**src/rtl/sata_phyinit_mlane.sv**
```systemverilog
// Multi-lane SATA PHY reset/init sequencer: steps a shared PLL and NLANES GTX
// transceivers through power-down, reset, USERRDY and CDR settle, with a bounded watchdog retry policy.
module sata_phyinit_mlane #(
    parameter int NLANES         = 2,
    parameter int PWRDN_CYCLES   = 100,
    parameter int PLL_RST_CYCLES = 4,
    parameter int GTX_RST_CYCLES = 50,
    parameter int CDR_LG         = 11,
    parameter int WDOG_LG        = 20,
    parameter int MAX_RETRIES    = 3
) (
    input  logic              i_clk,
    input  logic              i_reset,
    input  logic              i_power_down,
    input  logic [NLANES-1:0] i_lane_en,
    output logic              o_pll_reset,
    input  logic              i_pll_locked,
    output logic [NLANES-1:0] o_gtx_reset,
    input  logic [NLANES-1:0] i_gtx_reset_done,
    output logic [NLANES-1:0] o_user_ready,
    output logic              o_complete,
    output logic              o_err,
    output logic              o_fatal,
    output logic [3:0]        o_retries,
    output logic [3:0]        o_state
);

    localparam logic [3:0] FSM_POWER_DOWN = 4'd0;
    localparam logic [3:0] FSM_PLL_RESET  = 4'd1;
    localparam logic [3:0] FSM_PLL_WAIT   = 4'd2;
    localparam logic [3:0] FSM_GTX_RESET  = 4'd3;
    localparam logic [3:0] FSM_USER_READY = 4'd4;
    localparam logic [3:0] FSM_GTX_WAIT   = 4'd5;
    localparam logic [3:0] FSM_CDR_WAIT   = 4'd6;
    localparam logic [3:0] FSM_READY      = 4'd8;
    localparam logic [3:0] FSM_FAULT      = 4'd15;

    localparam int CDR_CYCLES = 1 << CDR_LG;
    localparam int MAX_A      = (PWRDN_CYCLES > GTX_RST_CYCLES) ? PWRDN_CYCLES : GTX_RST_CYCLES;
    localparam int MAX_B      = (MAX_A > CDR_CYCLES) ? MAX_A : CDR_CYCLES;
    localparam int MAX_C      = (MAX_B > PLL_RST_CYCLES) ? MAX_B : PLL_RST_CYCLES;
    localparam int MAX_D      = (MAX_C > 4) ? MAX_C : 4;
    localparam int CNT_W      = $clog2(MAX_D + 1);

    localparam logic [WDOG_LG:0] WDOG_LAST = {1'b0, {WDOG_LG{1'b1}}};

    // The counter holds (cycles - 1) so a state loaded with N lasts exactly N cycles.
    function automatic logic [CNT_W-1:0] load_val(input logic [3:0] s);
        case (s)
            FSM_POWER_DOWN: load_val = CNT_W'(PWRDN_CYCLES - 1);
            FSM_PLL_RESET:  load_val = CNT_W'(PLL_RST_CYCLES - 1);
            FSM_PLL_WAIT:   load_val = CNT_W'(3);
            FSM_GTX_RESET:  load_val = CNT_W'(GTX_RST_CYCLES - 1);
            FSM_USER_READY: load_val = CNT_W'(3);
            FSM_GTX_WAIT:   load_val = CNT_W'(3);
            FSM_CDR_WAIT:   load_val = CNT_W'(CDR_CYCLES - 1);
            default:        load_val = '0;
        endcase
    endfunction

    logic              r_lock_meta;
    logic              r_lock_sync;
    logic [NLANES-1:0] r_done_meta;
    logic [NLANES-1:0] r_done_sync;

    logic [3:0]        r_state;
    logic [CNT_W-1:0]  r_cnt;
    logic [WDOG_LG:0]  r_wdog;
    logic [NLANES-1:0] r_mask;
    logic [3:0]        r_retries;
    logic              r_pll_reset;
    logic [NLANES-1:0] r_gtx_reset;
    logic [NLANES-1:0] r_user_ready;
    logic              r_complete;
    logic              r_err;
    logic              r_fatal;

    logic [3:0]        w_state_n;
    logic [3:0]        w_retries_n;
    logic              w_err_n;
    logic [NLANES-1:0] w_mask_n;
    logic [CNT_W-1:0]  w_cnt_n;
    logic [WDOG_LG:0]  w_wdog_n;
    logic              w_pll_reset_n;
    logic [NLANES-1:0] w_gtx_reset_n;
    logic [NLANES-1:0] w_user_ready_n;

    logic              w_zero;
    logic              w_lock_loss;
    logic              w_done_lost;
    logic              w_wdog_hit;
    logic              w_timeout;
    logic              w_wdog_run;
    logic              w_entry;
    logic [NLANES-1:0] w_done_masked;
    logic [3:0]        w_retries_inc;

    always_ff @(posedge i_clk or posedge i_reset) begin
        if (i_reset) begin
            r_lock_meta <= 1'b0;
            r_lock_sync <= 1'b0;
            r_done_meta <= '0;
            r_done_sync <= '0;
        end else begin
            r_lock_meta <= i_pll_locked;
            r_lock_sync <= r_lock_meta;
            r_done_meta <= i_gtx_reset_done;
            r_done_sync <= r_done_meta;
        end
    end

    assign w_zero        = (r_cnt == '0);
    assign w_done_masked = r_done_sync & r_mask;
    assign w_retries_inc = r_retries + 4'd1;
    assign w_lock_loss   = (r_state >= FSM_GTX_RESET) && (r_state <= FSM_READY) && !r_lock_sync;
    assign w_done_lost   = (r_state == FSM_READY) && (w_done_masked != r_mask);
    assign w_wdog_hit    = (r_wdog == WDOG_LAST);
    assign w_timeout     = w_wdog_hit && (r_state >= FSM_USER_READY) && (r_state <= FSM_CDR_WAIT);

    // Overrides are ordered: power-down, lock loss, lane drop in READY, watchdog.
    always_comb begin
        // NOTE: every combinational output gets a default first so no latch is inferred.
        w_state_n   = r_state;
        w_retries_n = r_retries;
        w_err_n     = 1'b0;
        if (i_power_down) begin
            w_state_n   = FSM_POWER_DOWN;
            w_retries_n = '0;
        end else if (w_lock_loss) begin
            w_state_n = FSM_PLL_RESET;
        end else if (w_done_lost) begin
            w_state_n = FSM_GTX_RESET;
        end else if (w_timeout) begin
            w_err_n     = 1'b1;
            w_retries_n = w_retries_inc;
            w_state_n   = (w_retries_inc == 4'(MAX_RETRIES)) ? FSM_FAULT : FSM_GTX_RESET;
        end else begin
            case (r_state)
                FSM_POWER_DOWN: if (w_zero) w_state_n = FSM_PLL_RESET;
                FSM_PLL_RESET:  if (w_zero) w_state_n = FSM_PLL_WAIT;
                FSM_PLL_WAIT:   if (w_zero && r_lock_sync) w_state_n = FSM_GTX_RESET;
                FSM_GTX_RESET: begin
                    if (w_zero && (r_mask != '0) && (w_done_masked == '0))
                        w_state_n = FSM_USER_READY;
                end
                FSM_USER_READY: if (w_zero) w_state_n = FSM_GTX_WAIT;
                FSM_GTX_WAIT: begin
                    if (w_zero && (w_done_masked == r_mask))
                        w_state_n = FSM_CDR_WAIT;
                end
                FSM_CDR_WAIT:   if (w_zero) w_state_n = FSM_READY;
                FSM_READY:      w_state_n = FSM_READY;
                FSM_FAULT:      w_state_n = FSM_FAULT;
                default:        w_state_n = FSM_POWER_DOWN;
            endcase
        end
        if (w_state_n == FSM_READY)
            w_retries_n = '0;
    end

    assign w_entry  = (w_state_n != r_state) || i_power_down;
    assign w_mask_n = ((w_state_n == FSM_GTX_RESET) && (r_state != FSM_GTX_RESET)) ? i_lane_en : r_mask;
    assign w_cnt_n  = w_entry ? load_val(w_state_n) : (w_zero ? r_cnt : r_cnt - 1'b1);

    // Watchdog only runs while staying in states 3..6; an empty mask parks it at zero.
    assign w_wdog_run = (r_state >= FSM_GTX_RESET) && (r_state <= FSM_CDR_WAIT)
                     && (w_state_n >= FSM_GTX_RESET) && (w_state_n <= FSM_CDR_WAIT)
                     && !((r_state == FSM_GTX_RESET) && (r_mask == '0))
                     && !w_wdog_hit;
    assign w_wdog_n   = w_wdog_run ? r_wdog + 1'b1 : '0;

    always_comb begin
        w_pll_reset_n  = (w_state_n == FSM_POWER_DOWN) || (w_state_n == FSM_PLL_RESET)
                      || (w_state_n == FSM_FAULT);
        w_gtx_reset_n  = '1;
        w_user_ready_n = '0;
        case (w_state_n)
            FSM_USER_READY: w_gtx_reset_n = ~w_mask_n;
            FSM_GTX_WAIT, FSM_CDR_WAIT, FSM_READY: begin
                w_gtx_reset_n  = ~w_mask_n;
                w_user_ready_n = w_mask_n;
            end
            default: begin
                w_gtx_reset_n  = '1;
                w_user_ready_n = '0;
            end
        endcase
    end

    always_ff @(posedge i_clk or posedge i_reset) begin
        if (i_reset) begin
            r_state      <= FSM_POWER_DOWN;
            r_cnt        <= load_val(FSM_POWER_DOWN);
            r_wdog       <= '0;
            r_mask       <= '0;
            r_retries    <= '0;
            r_pll_reset  <= 1'b1;
            r_gtx_reset  <= '1;
            r_user_ready <= '0;
            r_complete   <= 1'b0;
            r_err        <= 1'b0;
            r_fatal      <= 1'b0;
        end else begin
            r_state      <= w_state_n;
            r_cnt        <= w_cnt_n;
            r_wdog       <= w_wdog_n;
            r_mask       <= w_mask_n;
            r_retries    <= w_retries_n;
            r_pll_reset  <= w_pll_reset_n;
            r_gtx_reset  <= w_gtx_reset_n;
            r_user_ready <= w_user_ready_n;
            r_complete   <= (w_state_n == FSM_READY);
            r_err        <= w_err_n;
            r_fatal      <= (w_state_n == FSM_FAULT);
        end
    end

    assign o_pll_reset  = r_pll_reset;
    assign o_gtx_reset  = r_gtx_reset;
    assign o_user_ready = r_user_ready;
    assign o_complete   = r_complete;
    assign o_err        = r_err;
    assign o_fatal      = r_fatal;
    assign o_retries    = r_retries;
    assign o_state      = r_state;

endmodule

```
**config.mk**
```make
export PLATFORM = sky130hd
export DESIGN_NAME = sata_phyinit_mlane
export DESIGN_NICKNAME = d
export VERILOG_FILES = /design/src/rtl/sata_phyinit_mlane.sv
export SDC_FILE = /design/constraint.sdc
export NUM_CORES = 1
export LEC_CHECK = 0
export BUFFER_PORTS_ARGS = -buffer_cell sky130_fd_sc_hd__buf_4
export CAP_MARGIN = 40
export CORE_ASPECT_RATIO = 0.75
export CORE_MARGIN = 5
export CORE_UTILIZATION = 45
export CTS_CLUSTER_SIZE = 30
export DETAILED_ROUTE_END_ITERATION = 8
export PLACE_DENSITY_LB_ADDON = 0.05
export SYNTH_ARGS = -nofsm -noshare
export SYNTH_HDL_FRONTEND = slang
export SYNTH_SLANG_ARGS = --single-unit
```
**constraint.sdc**
```tcl
create_clock -name i_clk -period 3.55 [get_ports i_clk]
set_input_delay 1.065 -clock i_clk [delete_from_list [all_inputs] [get_ports i_clk]]
set_output_delay 1.065 -clock i_clk [all_outputs]
set_load 0.05 [all_outputs]
```
# Yosys cells after proc, flatten, opt, wreduce, memory -nomap -nowiden

Cells that the tools add are included.

Add/sub/neg operators: 3
Order comparisons: 6
Equality and inequality tests: 25
Mux-type cells: 29
Bitwise logic cells: 2
Reduce and logical (&&, ||, !) cells: 33

Operator list:

| cell                  | count |
|---|---|
| $mux 4                | 17 |
| $pmux 11 s4           | 1 |
| $pmux 4 s9            | 1 |
| $eq 4x3->1 const B    | 6 |
| $mux 12               | 2 |
| $add 21x1->21 const B | 1 |
| $eq 21x20->1 const B  | 1 |
| $mux 21               | 1 |
| $eq 4x2->1 const B    | 5 |
| $eq 4x4->1 const B    | 4 |
| $logic_and 1x1->1     | 16 |
| $logic_not 12->1      | 1 |
| $sub 12x1->12 const B | 1 |
| $eq 4x1->1 const B    | 2 |
| $ge 4x2->1 const B    | 2 |
| $le 4x3->1 const B    | 2 |
| $logic_not 4->1       | 2 |
| $reduce_or 4->1       | 2 |
| $mux 2                | 3 |
| $ne 3x2->1 const B    | 2 |
| $add 4x1->4 const B   | 1 |
| $ge 4x3->1 const B    | 1 |
| $le 4x4->1 const B    | 1 |
| $logic_not 2->1       | 2 |
| 14 further kinds      | 21 |

Flip-flop bits (word level): 57
Input bits: 8
Output and inout port bits: 16
Word-level logic and storage cells: 113

# Depth between registers and ports, before layout

Gate-level depths: netlist of run 1.

Depth in word-level cells: 15
Mapped depth: 14
Depth with buffers taken out: 12

# Worst setup path after synthesis of run 1

No wires, ideal clock.

Path kind: reg2reg
From: reg r_state[0], in the netlist o_state[0]
To: reg r_user_ready[1], in the netlist o_user_ready[1]
Library setup time: 0.119 ns
Data arrival time: 2.733 ns
Data required time: 3.431 ns
Slack: 0.698 ns
Stages on the path, launching flop included: 11
Buffers on the path: 1
Period minus slack after synthesis: 2.852 ns
Cell sequence: dfrtp_1 buf_2 or4bb_1 a31oi_1 a41oi_1 nand4_1 nor2_1 and2b_4 nand3_4 mux2_4 and2_1

Word-level cells in the longest chain between the ends: 11
Elaborated cells between the ends (all ways): 39
Those cells by class: order compare: 4; eq/ne: 13; mux: 14; reduce/logical: 8

RTL lines:

| element                        | RTL line | text |
|---|---|---|
| start: declaration             | 66       | `logic [3:0] r_state;` |
| start signal: assignment       | 204      | `r_state <= w_state_n;` |
| $ge 4x3->1                     | 118      | `assign w_timeout = w_wdog_hit && (r_state >= FSM_USER_READY) && (r_state <= FSM_CDR_WAIT);` |
| $logic_and 1x1->1 (2 in a row) | 118      |  |
| $mux 4                         | 133      | `end else if (w_timeout) begin` |
| $mux 4                         | 131      | `end else if (w_done_lost) begin` |
| $mux 4                         | 129      | `end else if (w_lock_loss) begin` |
| $mux 4                         | 126      | `if (i_power_down) begin` |
| $eq 4x2->1                     | 162      | `assign w_mask_n = ((w_state_n == FSM_GTX_RESET) && (r_state != FSM_GTX_RESET)) ? i_lane_en : r_mask;` |
| $logic_and 1x1->1 *            | 162      |  |
| $mux 2 *                       | 162      |  |
| named net w_mask_n[1]          | 81       | `logic [NLANES-1:0] w_mask_n;` |
| $mux 2 *                       | 177      | `case (w_state_n)` |
| named net w_user_ready_n[1]    | 86       | `logic [NLANES-1:0] w_user_ready_n;` |
| end signal: assignment         | 211      | `r_user_ready <= w_user_ready_n;` |
| end: declaration               | 73       | `logic [NLANES-1:0] r_user_ready;` |

The timed path passes the listed nets; every way through them passes the cells marked *.
A chain may end at the register's enable or synchronous reset.

# Worst setup path in the final report of run 1

From: reg r_cnt[0]
To: reg r_cnt[10]

Word-level cells in the longest chain between the ends: 13
Elaborated cells between the ends (all ways): 32
Those cells by class: add/sub: 1; eq/ne: 8; mux: 15; reduce/logical: 8

RTL lines:

| element                                  | RTL line | text |
|---|---|---|
| start: declaration                       | 67       | `logic [CNT_W-1:0] r_cnt;` |
| start signal: assignment                 | 193      | `r_cnt <= load_val(FSM_POWER_DOWN);` |
| start signal: assignment                 | 205      | `r_cnt <= w_cnt_n;` |
| $logic_not 12->1                         | 112      | `assign w_zero = (r_cnt == '0);` |
| $logic_and 1x1->1 (2 in a row)           | 143      | `if (w_zero && (r_mask != '0) && (w_done_masked == '0))` |
| $mux 4                                   | 143      |  |
| $pmux 4 s9                               | 138      | `case (r_state)` |
| $mux 4                                   | 133      |  |
| $mux 4                                   | 131      |  |
| $mux 4                                   | 129      |  |
| $mux 4                                   | 126      |  |
| $eq 4x1->1, or another cell as far along | 49       | `case (s)` |
| $reduce_or 4->1 (no line)                | -        |  |
| $pmux 11 s4                              | 49       |  |
| $mux 12                                  | 163      | `assign w_cnt_n = w_entry ? load_val(w_state_n) : (w_zero ? r_cnt : r_cnt - 1'b1);` |

Several ways; a longest one is shown, not always the timed one. The select of a mux whose other input is x is not followed.

==> metrics.txt, run 1 <==
# TYPE chip_impl_metric gauge
chip_impl_info{name="ys_top_cells_by_area",value="sky130_fd_sc_hd__dfrtp_1 41%, sky130_fd_sc_hd__nor2_1 6.1%, sky130_fd_sc_hd__dfstp_2 6.0%"} 1
chip_impl_metric{name="avgRoutedWirePerCell",unit="um"} 15.0
chip_impl_metric{name="synth-seq-area-share",unit=""} 0.465
chip_impl_metric{name="synth-edff-count",unit=""} 0
chip_impl_metric{name="cts_hold_buffers",unit=""} 0
chip_impl_metric{name="finalHoldWorstSlack",unit="ps"} 350
chip_impl_metric{name="drt_drc_violations_left",unit=""} 0
chip_impl_metric{name="placement.io_buffers",unit=""} 23
chip_impl_metric{name="ff_latch_area",unit="um2"} 1440
chip_impl_metric{name="cap_violations",unit=""} 0
chip_impl_metric{name="detailedPlace.worstSlack",unit="ps"} 255
chip_impl_info{name="critPathSlowestCell",value="sky130_fd_sc_hd__a221o_1"} 1
chip_impl_info{name="status",value="finished clean"} 1
chip_impl_metric{name="min_period_over_period",unit=""} 0.904
chip_impl_metric{name="fraction_of_layout_instances_using_a_drive_strength_above_1",unit=""} 0.207
chip_impl_metric{name="critical_path.max_stage_delay",unit="ps"} 420
chip_impl_metric{name="num_rows",unit=""} 26
chip_impl_metric{name="multi_input_area",unit="um2"} 1560
chip_impl_metric{name="ys_types",unit=""} 57
chip_impl_info{name="crit_path_end_kind",value="register"} 1
chip_impl_metric{name="measured_slew_at_the_worst_slew_check_pin",unit="ps"} 773
chip_impl_info{name="cp_cell_sequence",value="inv_1 -> ha_1 -> nor4b_2 -> nand3_1 -> a221o_1 -> o31a_1 -> a21oi_1 -> xnor2_1 -> and4_2 -> nand2b_1 -> o21ai_0"} 1
chip_impl_info{name="yosys-top-cells-count",value="50 x sky130_fd_sc_hd__dfrtp_1, 50 x sky130_fd_sc_hd__nor2_1, 30 x sky130_fd_sc_hd__nand2_1"} 1
chip_impl_metric{name="grt_antenna_before_repair",unit=""} 0
chip_impl_info{name="critPathKind",value="reg -> reg"} 1
chip_impl_metric{name="numClockSinks",unit=""} 57
chip_impl_info{name="clock_tree_from_tritoncts",value="done"} 1
chip_impl_metric{name="fin_tns_setup",unit="ps"} 0
chip_impl_metric{name="postSynthCellCount",unit=""} 327
chip_impl_metric{name="grt_start_max_net_pins",unit=""} 30
chip_impl_metric{name="timing.critical_path.fanout_max",unit=""} 13
chip_impl_info{name="timing.hold.worst_endpoint",value="r_done_sync[1]"} 1
chip_impl_metric{name="clock-skew-final",unit="ps"} 9.24
chip_impl_metric{name="routed_via_density",unit=""} 5.41
chip_impl_metric{name="top_achievable_clock_speed",unit="MHz"} 312
chip_impl_metric{name="postSynth.asyncResetShare",unit=""} 1.00
chip_impl_metric{name="timing.critical_path.arrival",unit="ps"} 3420
chip_impl_metric{name="antenna-diode-count",unit=""} 0
chip_impl_info{name="cts_root_buf",value="sky130_fd_sc_hd__clkbuf_8"} 1
chip_impl_metric{name="chipWidth",unit="um"} 106
chip_impl_info{name="hold_path_startpoint",value="r_done_meta[1]"} 1
chip_impl_metric{name="mappedNetlistArea",unit="um2"} 3090
chip_impl_metric{name="first_iter_violations",unit=""} 168
chip_impl_metric{name="pin_count",unit=""} 24
chip_impl_metric{name="maxSlewHeadroom",unit=""} 0.485
chip_impl_info{name="regToRegStartpoint",value="r_cnt[0]"} 1
chip_impl_metric{name="layout.core_utilization",unit=""} 0.533
chip_impl_metric{name="cp_data_required_time",unit="ps"} 3760
chip_impl_metric{name="cts_clock_pin_slew_for_the_worst_setup_and_hold_paths",unit="ps"} 70
chip_impl_info{name="synth_flop_cell",value="sky130_fd_sc_hd__dfrtp_1"} 1
chip_impl_metric{name="cts_post_setup_buffers_inserted",unit=""} 0
chip_impl_metric{name="ys_ff_latch",unit=""} 57
chip_impl_metric{name="power_density",unit="nW/um2"} 428
chip_impl_metric{name="grt_util_all_layers",unit=""} 0.169
chip_impl_metric{name="cts-root-to-sink-buffers",unit=""} 2
chip_impl_metric{name="final_antenna_net_count",unit=""} 0
chip_impl_metric{name="worstHoldPathCells",unit=""} 0
chip_impl_info{name="min_path_type",value="reg -> reg"} 1
chip_impl_metric{name="final_critical_path_setup_slack",unit="ps"} 341
chip_impl_metric{name="first_global_vias",unit=""} 2272
chip_impl_metric{name="syn-num-nets",unit=""} 339
chip_impl_metric{name="tritoncts_buffers",unit=""} 9
chip_impl_metric{name="fp.coreArea",unit="um2"} 6730
chip_impl_metric{name="finish.net_count",unit=""} 369
chip_impl_metric{name="reg2reg_slack",unit="ps"} 340
chip_impl_metric{name="gp_routability_congestion",unit=""} 0.825
chip_impl_metric{name="avgSynthCellArea",unit="um2"} 9.44
chip_impl_metric{name="p_leak",unit="nW"} 1.55
chip_impl_metric{name="clk-insertion-delay-late",unit="ps"} 340
chip_impl_info{name="critical_path.reg2reg.endpoint",value="r_cnt[10]"} 1
chip_impl_metric{name="hpwl",unit="mm"} 4.77
chip_impl_metric{name="routed_wirelength",unit="mm"} 6.71
chip_impl_metric{name="flow.area_growth_from_synthesis",unit="%"} 16.2
chip_impl_metric{name="floorplan.die_area",unit="um2"} 8640
chip_impl_metric{name="h-tree-depth",unit=""} 3
chip_impl_metric{name="global_route_wire_length_before_repair",unit="mm"} 11.4
chip_impl_metric{name="hold_viol_final",unit=""} 0
chip_impl_metric{name="initial_utilization",unit=""} 0.459
chip_impl_info{name="netlist.top_cell.by_area",value="sky130_fd_sc_hd__dfrtp_1"} 1
chip_impl_metric{name="max-vdd-ir-drop",unit="uV"} 224
chip_impl_metric{name="dieHeight",unit="um"} 81.7
chip_impl_info{name="timing.critical_path.from_type",value="register"} 1
chip_impl_metric{name="vias",unit=""} 2411
chip_impl_metric{name="synth_top_area_frac",unit=""} 0.405
chip_impl_metric{name="count_of_yosys_warnings_during_synthesis",unit=""} 0
chip_impl_metric{name="global_route.overflow_total",unit=""} 0
chip_impl_metric{name="first_pass_iters",unit=""} 5
chip_impl_metric{name="timing.reg2reg.worst_path_depth",unit=""} 11
chip_impl_metric{name="slew_viol_final",unit=""} 0
chip_impl_metric{name="timing.final.setup_violations",unit=""} 0
chip_impl_metric{name="layout.filler_cells",unit=""} 618
chip_impl_metric{name="final.min_clock_period",unit="ps"} 3210
chip_impl_info{name="grt_setup_unrepaired",value="no"} 1
layout make-up:
type | instances | area share
multi-input cells | 250 | 0.433
flip-flops and latches | 57 | 0.400
repair buffers | 29 | 0.0642
clock buffers | 9 | 0.0345
well taps | 84 | 0.0293
clock inverters | 7 | 0.0282
inverters | 10 | 0.0105
metrics by stage:
step | instance area, um2 | std cells | total power (W)
finish | 3590 | 446 | 0.00154
CTS | 3590 | 446 | 0.00156
global route | 3590 | 446 | 0.00161
global placement | 3360 | 430 | 0.000857
floorplan | 3090 | 327 | 0.000819
detailed placement | 3360 | 430 | 0.000860
worst max path at each step:
stage,startpoint,end,slack (ps),depth (start not counted)
after floorplan,o_state[0],o_user_ready[1],700,10
after global placement,r_cnt[0],r_cnt[8],280,11
after detailed placement,i_power_down,r_cnt[2],260,8
after CTS,r_cnt[0],r_cnt[10],270,11
after global routing,r_cnt[0],r_cnt[9],80,12
final,r_cnt[0],r_cnt[10],340,11
per-layer routing:
layer  vias up  GRT usage  share of wire
met5         -          0              0
met4         0     0.0427         0.0073
met3         5     0.0542          0.050
met2        62      0.231           0.40
met1      1155      0.257           0.54
li1       1189          -              -
timing repair:
action / CTS / global route
hold endpoints to repair: 0 / 0
gates resized for setup: 0 / 1
endpoints found under the setup margin: 0 / 5
kinds of logic after synthesis:
family | count (synthesis) | synth area share
and+or+nand+nor | 159 | 0.274
DFF | 57 | 0.465
AOI/OAI and AO/OA | 52 | 0.109
adders and majority gates | 4 | 0.0162
xor gates and xnor gates | 31 | 0.0879
muxes | 4 | 0.0162
buffers and inverters | 20 | 0.0320
cells in the final DEF, fill, tap and decap left out, drive strengths merged, types with 12 or more instances in the layout:
cell type,n
nor2,50
xor2,15
buf,29
xnor2,16
o21ai,17
nand3,14
dfrtp,50
nand2,30
a21oi,15
inv,12
registers in the layout, summed over array words and instances (netlist names):
signal	cells
r_done_meta	2
r_cnt	12
r_mask	2
o_state	4
r_lock_sync	1
o_fatal	1
r_lock_meta	1
o_user_ready	2
o_pll_reset	1
r_wdog	21
o_complete	1
o_err	1
o_retries	4
r_done_sync	2
o_gtx_reset	2
worst max-delay path, delay by kind of cell, from the launching register on:
kind	cells	cell delay, ps
flops	1	370
xor+xnor	1	160
fa+ha+maj	1	230
simple gates	4	1250
buf+inv	1	80
compound gates	4	1000
where the power goes:
part | total (W) | switching, W | leakage (nW) | internal (W)
Clock | 0.000690 | 0.000289 | 0.106 | 0.000401
Combinational | 0.000136 | 0.0000775 | 0.684 | 0.0000589
Sequential | 0.000711 | 0.0000301 | 0.757 | 0.000681
Total | 0.00154 | 0.000397 | 1.55 | 0.00114
Power figures use the tool's default switching activity.
==> run 2: changes to the inputs <==
RECOVER_POWER = 100   (was not set)
==> metrics.txt, run 2 (same netlist as run 1, synthesis figures left out) <==
# TYPE chip_impl_metric gauge
chip_impl_info{name="status",value="finished clean"} 1
chip_impl_metric{name="global_route.overflow_total",unit=""} 0
chip_impl_info{name="crit_path_end_kind",value="register"} 1
chip_impl_metric{name="avgRoutedWirePerCell",unit="um"} 15.1
chip_impl_metric{name="top_achievable_clock_speed",unit="MHz"} 305
chip_impl_metric{name="min_period_over_period",unit=""} 0.924
chip_impl_metric{name="vias",unit=""} 2395
chip_impl_metric{name="dieHeight",unit="um"} 81.7
chip_impl_info{name="critical_path.reg2reg.endpoint",value="o_user_ready[1]"} 1
chip_impl_metric{name="gp_routability_congestion",unit=""} 0.825
chip_impl_metric{name="routed_via_density",unit=""} 5.37
chip_impl_metric{name="cts_hold_buffers",unit=""} 0
chip_impl_metric{name="slew_viol_final",unit=""} 0
chip_impl_metric{name="power_frac_comb",unit=""} 0.087
chip_impl_metric{name="placement.io_buffers",unit=""} 23
chip_impl_info{name="critPathKind",value="reg -> reg"} 1
chip_impl_info{name="regToRegStartpoint",value="r_cnt[0]"} 1
chip_impl_info{name="clock_tree_from_tritoncts",value="done"} 1
chip_impl_metric{name="floorplan.die_area",unit="um2"} 8640
chip_impl_metric{name="power_density",unit="nW/um2"} 438
chip_impl_metric{name="chipWidth",unit="um"} 106
chip_impl_metric{name="drt_drc_violations_left",unit=""} 0
chip_impl_info{name="cp_cell_sequence",value="inv_1 -> ha_1 -> nor4b_2 -> nand3_1 -> a221o_1 -> o31a_1 -> a211oi_4 -> and2b_1 -> nand3_1 -> mux2_4 -> and2_1"} 1
chip_impl_info{name="min_path_type",value="reg -> reg"} 1
chip_impl_metric{name="h-tree-depth",unit=""} 3
chip_impl_info{name="max_flop_register",value="r_wdog"} 1
chip_impl_metric{name="clock-skew-final",unit="ps"} 10.3
chip_impl_metric{name="fraction_of_layout_instances_using_a_drive_strength_above_1",unit=""} 0.144
chip_impl_metric{name="share_seq_of_total_power",unit=""} 0.465
chip_impl_metric{name="timing.critical_path.fanout_max",unit=""} 7
chip_impl_metric{name="max-vdd-ir-drop",unit="uV"} 224
chip_impl_metric{name="clock_power_share",unit=""} 0.449
chip_impl_info{name="grt_setup_unrepaired",value="no"} 1
chip_impl_metric{name="initial_utilization",unit=""} 0.459
chip_impl_metric{name="sw_share",unit=""} 0.257
chip_impl_info{name="timing.critical_path.from_type",value="register"} 1
chip_impl_info{name="worstSetupStartpoint",value="r_cnt[0]"} 1
chip_impl_metric{name="fp.coreArea",unit="um2"} 6730
chip_impl_metric{name="maxSlewHeadroom",unit=""} 0.140
chip_impl_metric{name="cell_internal_pwr",unit="W"} 0.00114
chip_impl_metric{name="max_reg_flops",unit=""} 21
chip_impl_metric{name="grt_start_max_net_pins",unit=""} 30
chip_impl_metric{name="worstHoldPathCells",unit=""} 0
chip_impl_metric{name="global_route_wire_length_before_repair",unit="mm"} 11.4
chip_impl_metric{name="final_antenna_net_count",unit=""} 0
chip_impl_metric{name="reg2reg_slack",unit="ps"} 270
chip_impl_metric{name="clk-insertion-delay-late",unit="ps"} 340
chip_impl_metric{name="antenna-diode-count",unit=""} 0
chip_impl_metric{name="timing.critical_path.arrival",unit="ps"} 3510
chip_impl_metric{name="tritoncts_buffers",unit=""} 9
chip_impl_metric{name="flow.area_growth_from_synthesis",unit="%"} 13.2
chip_impl_info{name="critPathSlowestCell",value="sky130_fd_sc_hd__a221o_1"} 1
chip_impl_metric{name="fin_tns_setup",unit="ps"} 0
chip_impl_metric{name="cts_clock_pin_slew_for_the_worst_setup_and_hold_paths",unit="ps"} 70
chip_impl_metric{name="critical_path.max_stage_delay",unit="ps"} 420
chip_impl_metric{name="final.min_clock_period",unit="ps"} 3280
chip_impl_metric{name="first_global_vias",unit=""} 2272
chip_impl_info{name="reg_top3",value="r_wdog x21, r_cnt x12"} 1
chip_impl_metric{name="cap_violations",unit=""} 0
chip_impl_metric{name="hold_viol_final",unit=""} 0
chip_impl_metric{name="grt_antenna_before_repair",unit=""} 0
chip_impl_metric{name="cp_data_required_time",unit="ps"} 3790
chip_impl_info{name="cts_root_buf",value="sky130_fd_sc_hd__clkbuf_8"} 1
chip_impl_metric{name="numClockSinks",unit=""} 57
chip_impl_metric{name="routed_wirelength",unit="mm"} 6.72
chip_impl_metric{name="power.switching",unit="W"} 0.000394
chip_impl_metric{name="timing.final.setup_violations",unit=""} 0
chip_impl_metric{name="pin_count",unit=""} 24
chip_impl_info{name="most-common-layout-cells",value="50 x sky130_fd_sc_hd__nor2_1, 50 x sky130_fd_sc_hd__dfrtp_1, 30 x sky130_fd_sc_hd__nand2_1, 19 x sky130_fd_sc_hd__clkbuf_1"} 1
chip_impl_metric{name="layout.core_utilization",unit=""} 0.519
chip_impl_metric{name="num_rows",unit=""} 26
chip_impl_metric{name="first_pass_iters",unit=""} 5
chip_impl_info{name="timing.critical_path.to",value="o_user_ready[1]"} 1
chip_impl_metric{name="timing.reg2reg.worst_path_depth",unit=""} 11
chip_impl_metric{name="grt_util_all_layers",unit=""} 0.169
chip_impl_metric{name="finish.net_count",unit=""} 369
chip_impl_info{name="cpMostUsedCell",value="sky130_fd_sc_hd__nand3_1"} 1
chip_impl_metric{name="p_leak",unit="nW"} 1.47
chip_impl_metric{name="hpwl",unit="mm"} 4.77
chip_impl_metric{name="cts-root-to-sink-buffers",unit=""} 2
chip_impl_metric{name="first_iter_violations",unit=""} 124
chip_impl_metric{name="measured_slew_at_the_worst_slew_check_pin",unit="ps"} 1290
==> run 2: power by group through the flow <==
stage / Sequential [W] / Combinational, W / Clock (W)
2_1_floorplan: 0.000715 / 0.000104 / 0
3_3_place_gp: 0.000721 / 0.000136 / 0
3_5_place_dp: 0.000722 / 0.000137 / 0
4_1_cts: 0.000711 / 0.000138 / 0.000710
5_1_grt: 0.000715 / 0.000151 / 0.000739
6_report: 0.000711 / 0.000132 / 0.000687
==> run 2: worst min-delay path by stage <==
stage | start | endpoint | slack [ps]
4_1_cts | r_done_meta[1] | r_done_sync[1] | 360
3_3_place_gp | r_done_meta[1] | r_done_sync[1] | 330
2_1_floorplan | r_done_meta[0] | r_done_sync[0] | 330
5_1_grt | r_done_meta[1] | r_done_sync[1] | 360
3_5_place_dp | r_done_meta[1] | r_done_sync[1] | 340
6_report | r_done_meta[1] | r_done_sync[1] | 350
==> run 2: layout make-up <==
class	count	area, um2
fillers	639	3240
multi-input cells	250	1540
flip-flops and latches	57	1440
repair buffers	29	151
clock buffers	9	124
well taps	84	105
clock inverters	7	101
inverters	10	37.5
==> run 2: metal layers <==
metal	part of all wire	global-route usage	wire, um	up-vias
met5	0	0	0	-
met4	0.010	0.0427	68	0
met3	0.054	0.0542	362	9
met2	0.40	0.231	2680	62
met1	0.54	0.257	3600	1134
li1	-	-	-	1190
==> run 2: worst max-delay path: cells and delay by family, from the launching register on <==
family | cells | cell delay [ps]
AOI/OAI and AO/OA | 3 | 880
and+or+nand+nor | 5 | 1260
adders and majority gates | 1 | 230
DFF | 1 | 370
buffers and inverters | 1 | 80
muxes | 1 | 350
==> run 2: timing repair <==
item / 4_1_cts / 5_1_grt
endpoints found under the setup margin: 0 / 5
gates resized for setup: 0 / 1
buffers inserted: 0 / 0
==> run 2: through the flow <==
step | total power [W] | instance area (um2) | hold WS, ps | setup slack (ps) | instances
2_1_floorplan | 0.000819 | 3090 | 331 | 698 | 327
3_3_place_gp | 0.000857 | 3360 | 332 | 278 | 430
3_5_place_dp | 0.000860 | 3360 | 337 | 255 | 430
4_1_cts | 0.00156 | 3590 | 355 | 269 | 446
5_1_grt | 0.00161 | 3490 | 362 | 51.5 | 446
6_report | 0.00153 | 3490 | 350 | 272 | 446
==> run 3: changes to the inputs <==
==> constraint.sdc (replaced) <==
create_clock -name i_clk -period 3.55 [get_ports i_clk]
set_input_delay 0.1775 -clock i_clk [delete_from_list [all_inputs] [get_ports i_clk]]
set_output_delay 0.1775 -clock i_clk [all_outputs]
set_load 0.05 [all_outputs]
==> metrics.txt, run 3 (same netlist as run 1, synthesis figures left out) <==
# TYPE chip_impl_metric gauge
chip_impl_metric{name="final_antenna_net_count",unit=""} 0
chip_impl_metric{name="initial_utilization",unit=""} 0.459
chip_impl_metric{name="ff_latch_area",unit="um2"} 1440
chip_impl_metric{name="fraction_of_layout_instances_using_a_drive_strength_above_1",unit=""} 0.137
chip_impl_metric{name="pin_count",unit=""} 24
chip_impl_info{name="crit_path_end_kind",value="register"} 1
chip_impl_metric{name="slew_viol_final",unit=""} 0
chip_impl_metric{name="flow.area_growth_from_synthesis",unit="%"} 12.3
chip_impl_metric{name="share_seq_of_total_power",unit=""} 0.510
chip_impl_info{name="reg_top3",value="r_wdog x21, r_cnt x12"} 1
chip_impl_metric{name="clock_power_share",unit=""} 0.393
chip_impl_info{name="status",value="finished clean"} 1
chip_impl_metric{name="fp.coreArea",unit="um2"} 6730
chip_impl_info{name="most-common-layout-cells",value="50 x sky130_fd_sc_hd__nor2_1, 50 x sky130_fd_sc_hd__dfrtp_1, 30 x sky130_fd_sc_hd__nand2_1, 18 x sky130_fd_sc_hd__clkbuf_1"} 1
chip_impl_metric{name="num_rows",unit=""} 26
chip_impl_metric{name="first_global_vias",unit=""} 2255
chip_impl_metric{name="antenna-diode-count",unit=""} 0
chip_impl_metric{name="max_reg_flops",unit=""} 21
chip_impl_metric{name="measured_slew_at_the_worst_slew_check_pin",unit="ps"} 1350
chip_impl_metric{name="multi_input_area",unit="um2"} 1530
chip_impl_metric{name="critical_path.max_stage_delay",unit="ps"} 600
chip_impl_info{name="top_usage_layer",value="met1"} 1
chip_impl_metric{name="vias",unit=""} 2357
chip_impl_metric{name="detailedPlace.worstSlack",unit="ps"} 311
chip_impl_metric{name="first_iter_violations",unit=""} 146
chip_impl_info{name="min_path_type",value="in -> reg"} 1
chip_impl_metric{name="routed_via_density",unit=""} 5.25
chip_impl_metric{name="routed_wirelength",unit="mm"} 6.62
chip_impl_metric{name="hold_viol_final",unit=""} 0
chip_impl_metric{name="power_density",unit="nW/um2"} 402
chip_impl_metric{name="clock-skew-final",unit="ps"} 11.9
chip_impl_info{name="max_flop_register",value="r_wdog"} 1
chip_impl_metric{name="dieHeight",unit="um"} 81.7
chip_impl_metric{name="clk-insertion-delay-late",unit="ps"} 340
chip_impl_metric{name="timing.final.setup_violations",unit=""} 0
chip_impl_metric{name="area_post_placement",unit="um2"} 3340
chip_impl_info{name="cp_cell_sequence",value="ha_1 -> and4_4 -> nand4_2 -> or4_1 -> and3_1 -> a21boi_2 -> xnor2_1 -> and4_2 -> nand2b_1 -> o21ai_0"} 1
chip_impl_metric{name="final_design_area_no_fill",unit="um2"} 3470
chip_impl_metric{name="global_route_wire_length_before_repair",unit="mm"} 11.5
chip_impl_metric{name="min_period_over_period",unit=""} 0.908
chip_impl_metric{name="global_route.usage.met2",unit=""} 0.226
chip_impl_metric{name="gr-usage-met1",unit=""} 0.265
chip_impl_metric{name="avgRoutedWirePerCell",unit="um"} 14.8
chip_impl_metric{name="grt_start_max_net_pins",unit=""} 38
chip_impl_metric{name="power_frac_comb",unit=""} 0.097
chip_impl_metric{name="fin_tns_setup",unit="ps"} 0
chip_impl_metric{name="timing.critical_path.arrival",unit="ps"} 3430
chip_impl_metric{name="maxSlewHeadroom",unit=""} 0.0964
chip_impl_metric{name="chipWidth",unit="um"} 106
chip_impl_metric{name="h-tree-depth",unit=""} 3
chip_impl_metric{name="gp_routability_congestion",unit=""} 0.836
chip_impl_metric{name="met3_usage",unit=""} 0.0597
chip_impl_metric{name="cts_post_setup_buffers_inserted",unit=""} 0
chip_impl_metric{name="hpwl",unit="mm"} 4.86
chip_impl_metric{name="cts_clock_pin_slew_for_the_worst_setup_and_hold_paths",unit="ps"} 70
chip_impl_metric{name="final.min_clock_period",unit="ps"} 3220
chip_impl_metric{name="finish.net_count",unit=""} 372
chip_impl_metric{name="grt_util_all_layers",unit=""} 0.172
chip_impl_metric{name="placement.io_buffers",unit=""} 23
chip_impl_metric{name="global_route.overflow_total",unit=""} 0
chip_impl_metric{name="drt_drc_violations_left",unit=""} 0
chip_impl_info{name="clock_tree_from_tritoncts",value="done"} 1
chip_impl_metric{name="cell_internal_pwr",unit="W"} 0.000995
chip_impl_metric{name="first_pass_iters",unit=""} 4
chip_impl_metric{name="timing.critical_path.fanout_max",unit=""} 13
chip_impl_metric{name="grt_antenna_before_repair",unit=""} 0
chip_impl_metric{name="p_leak",unit="nW"} 1.45
chip_impl_metric{name="sw_share",unit=""} 0.286
chip_impl_metric{name="cap_violations",unit=""} 0
chip_impl_info{name="critPathKind",value="reg -> reg"} 1
chip_impl_metric{name="tritoncts_buffers",unit=""} 9
chip_impl_info{name="grt_setup_unrepaired",value="no"} 1
chip_impl_info{name="cts_root_buf",value="sky130_fd_sc_hd__clkbuf_8"} 1
chip_impl_metric{name="layout.filler_cells",unit=""} 652
chip_impl_metric{name="cp_data_required_time",unit="ps"} 3760
chip_impl_metric{name="top_achievable_clock_speed",unit="MHz"} 310
chip_impl_metric{name="cts-root-to-sink-buffers",unit=""} 2
chip_impl_metric{name="floorplan.die_area",unit="um2"} 8640
chip_impl_info{name="critPathSlowestCell",value="sky130_fd_sc_hd__or4_1"} 1
chip_impl_metric{name="final_critical_path_setup_slack",unit="ps"} 326
chip_impl_info{name="timing.critical_path.from_type",value="register"} 1
chip_impl_metric{name="power.switching",unit="W"} 0.000398
chip_impl_metric{name="numClockSinks",unit=""} 57
chip_impl_metric{name="max-vdd-ir-drop",unit="uV"} 223
==> run 3: per-layer routing <==
layer / up-vias / wire, um / part of all wire
li1: 1199 / - / -
met2: 54 / 2610 / 0.39
met3: 2 / 371 / 0.056
met5: - / 0 / 0
met1: 1102 / 3620 / 0.55
met4: 0 / 25 / 0.0038
==> run 3: area by class of cell <==
cell class,instances,share of cell area
inverters,10,0.0108
clock buffers,9,0.0357
repair buffers,32,0.0527
flip-flops and latches,57,0.414
well taps,84,0.0303
multi-input cells,250,0.441
clock inverters,7,0.0155
==> run 3: worst max-delay path, delay by kind of cell, from the launching register on <==
kind                       cells  cell delay (ps)
adders and majority gates      1              210
xor gates and xnor gates       1              170
DFF                            1              380
and+or+nand+nor                6             1810
AOI/OAI and AO/OA              2              530
==> run 3: per-stage QoR <==
step / total power, W / hold WS [ps] / utilization / std cells
after CTS: 0.00141 / 64.4 / 0.529 / 449
after global routing: 0.00147 / 75.2 / 0.515 / 449
after global placement: 0.000853 / 287 / 0.496 / 429
after floorplan: 0.000819 / 209 / - / 327
after detailed placement: 0.000855 / 289 / 0.496 / 429
final: 0.00139 / 93.6 / 0.515 / 449
==> run 3: what timing repair did <==
action | CTS | global route
resized for setup | 0 | 2
endpoints found under the setup margin | 0 | 7
endpoints found under the hold margin | 12 | 0
hold buffers | 4 | 0
==> run 3: path summary, 6_finish.rpt <==
kind | slack [ps] | startpoint | cells after the start | end
max | 330 | r_wdog[0] | 10 | r_cnt[9]
min | 90 | i_power_down | 2 | o_retries[0]
max reg2reg | 330 | r_wdog[0] | 10 | r_cnt[9]
min reg2reg | 350 | r_done_meta[1] | 0 | r_done_sync[1]
max in group asynchronous | 1130 | i_reset | 4 | r_wdog[18]
min in group asynchronous | 770 | i_reset | 3 | r_done_meta[1]
==> run 3: power by group through the flow <==
stage	Clock [W]	Combinational (W)	Sequential (W)
CTS	0.000565	0.000137	0.000710
finish	0.000548	0.000135	0.000710
global placement	0	0.000132	0.000721
floorplan	0	0.000104	0.000715
global route	0.000603	0.000155	0.000714
detailed placement	0	0.000133	0.000722
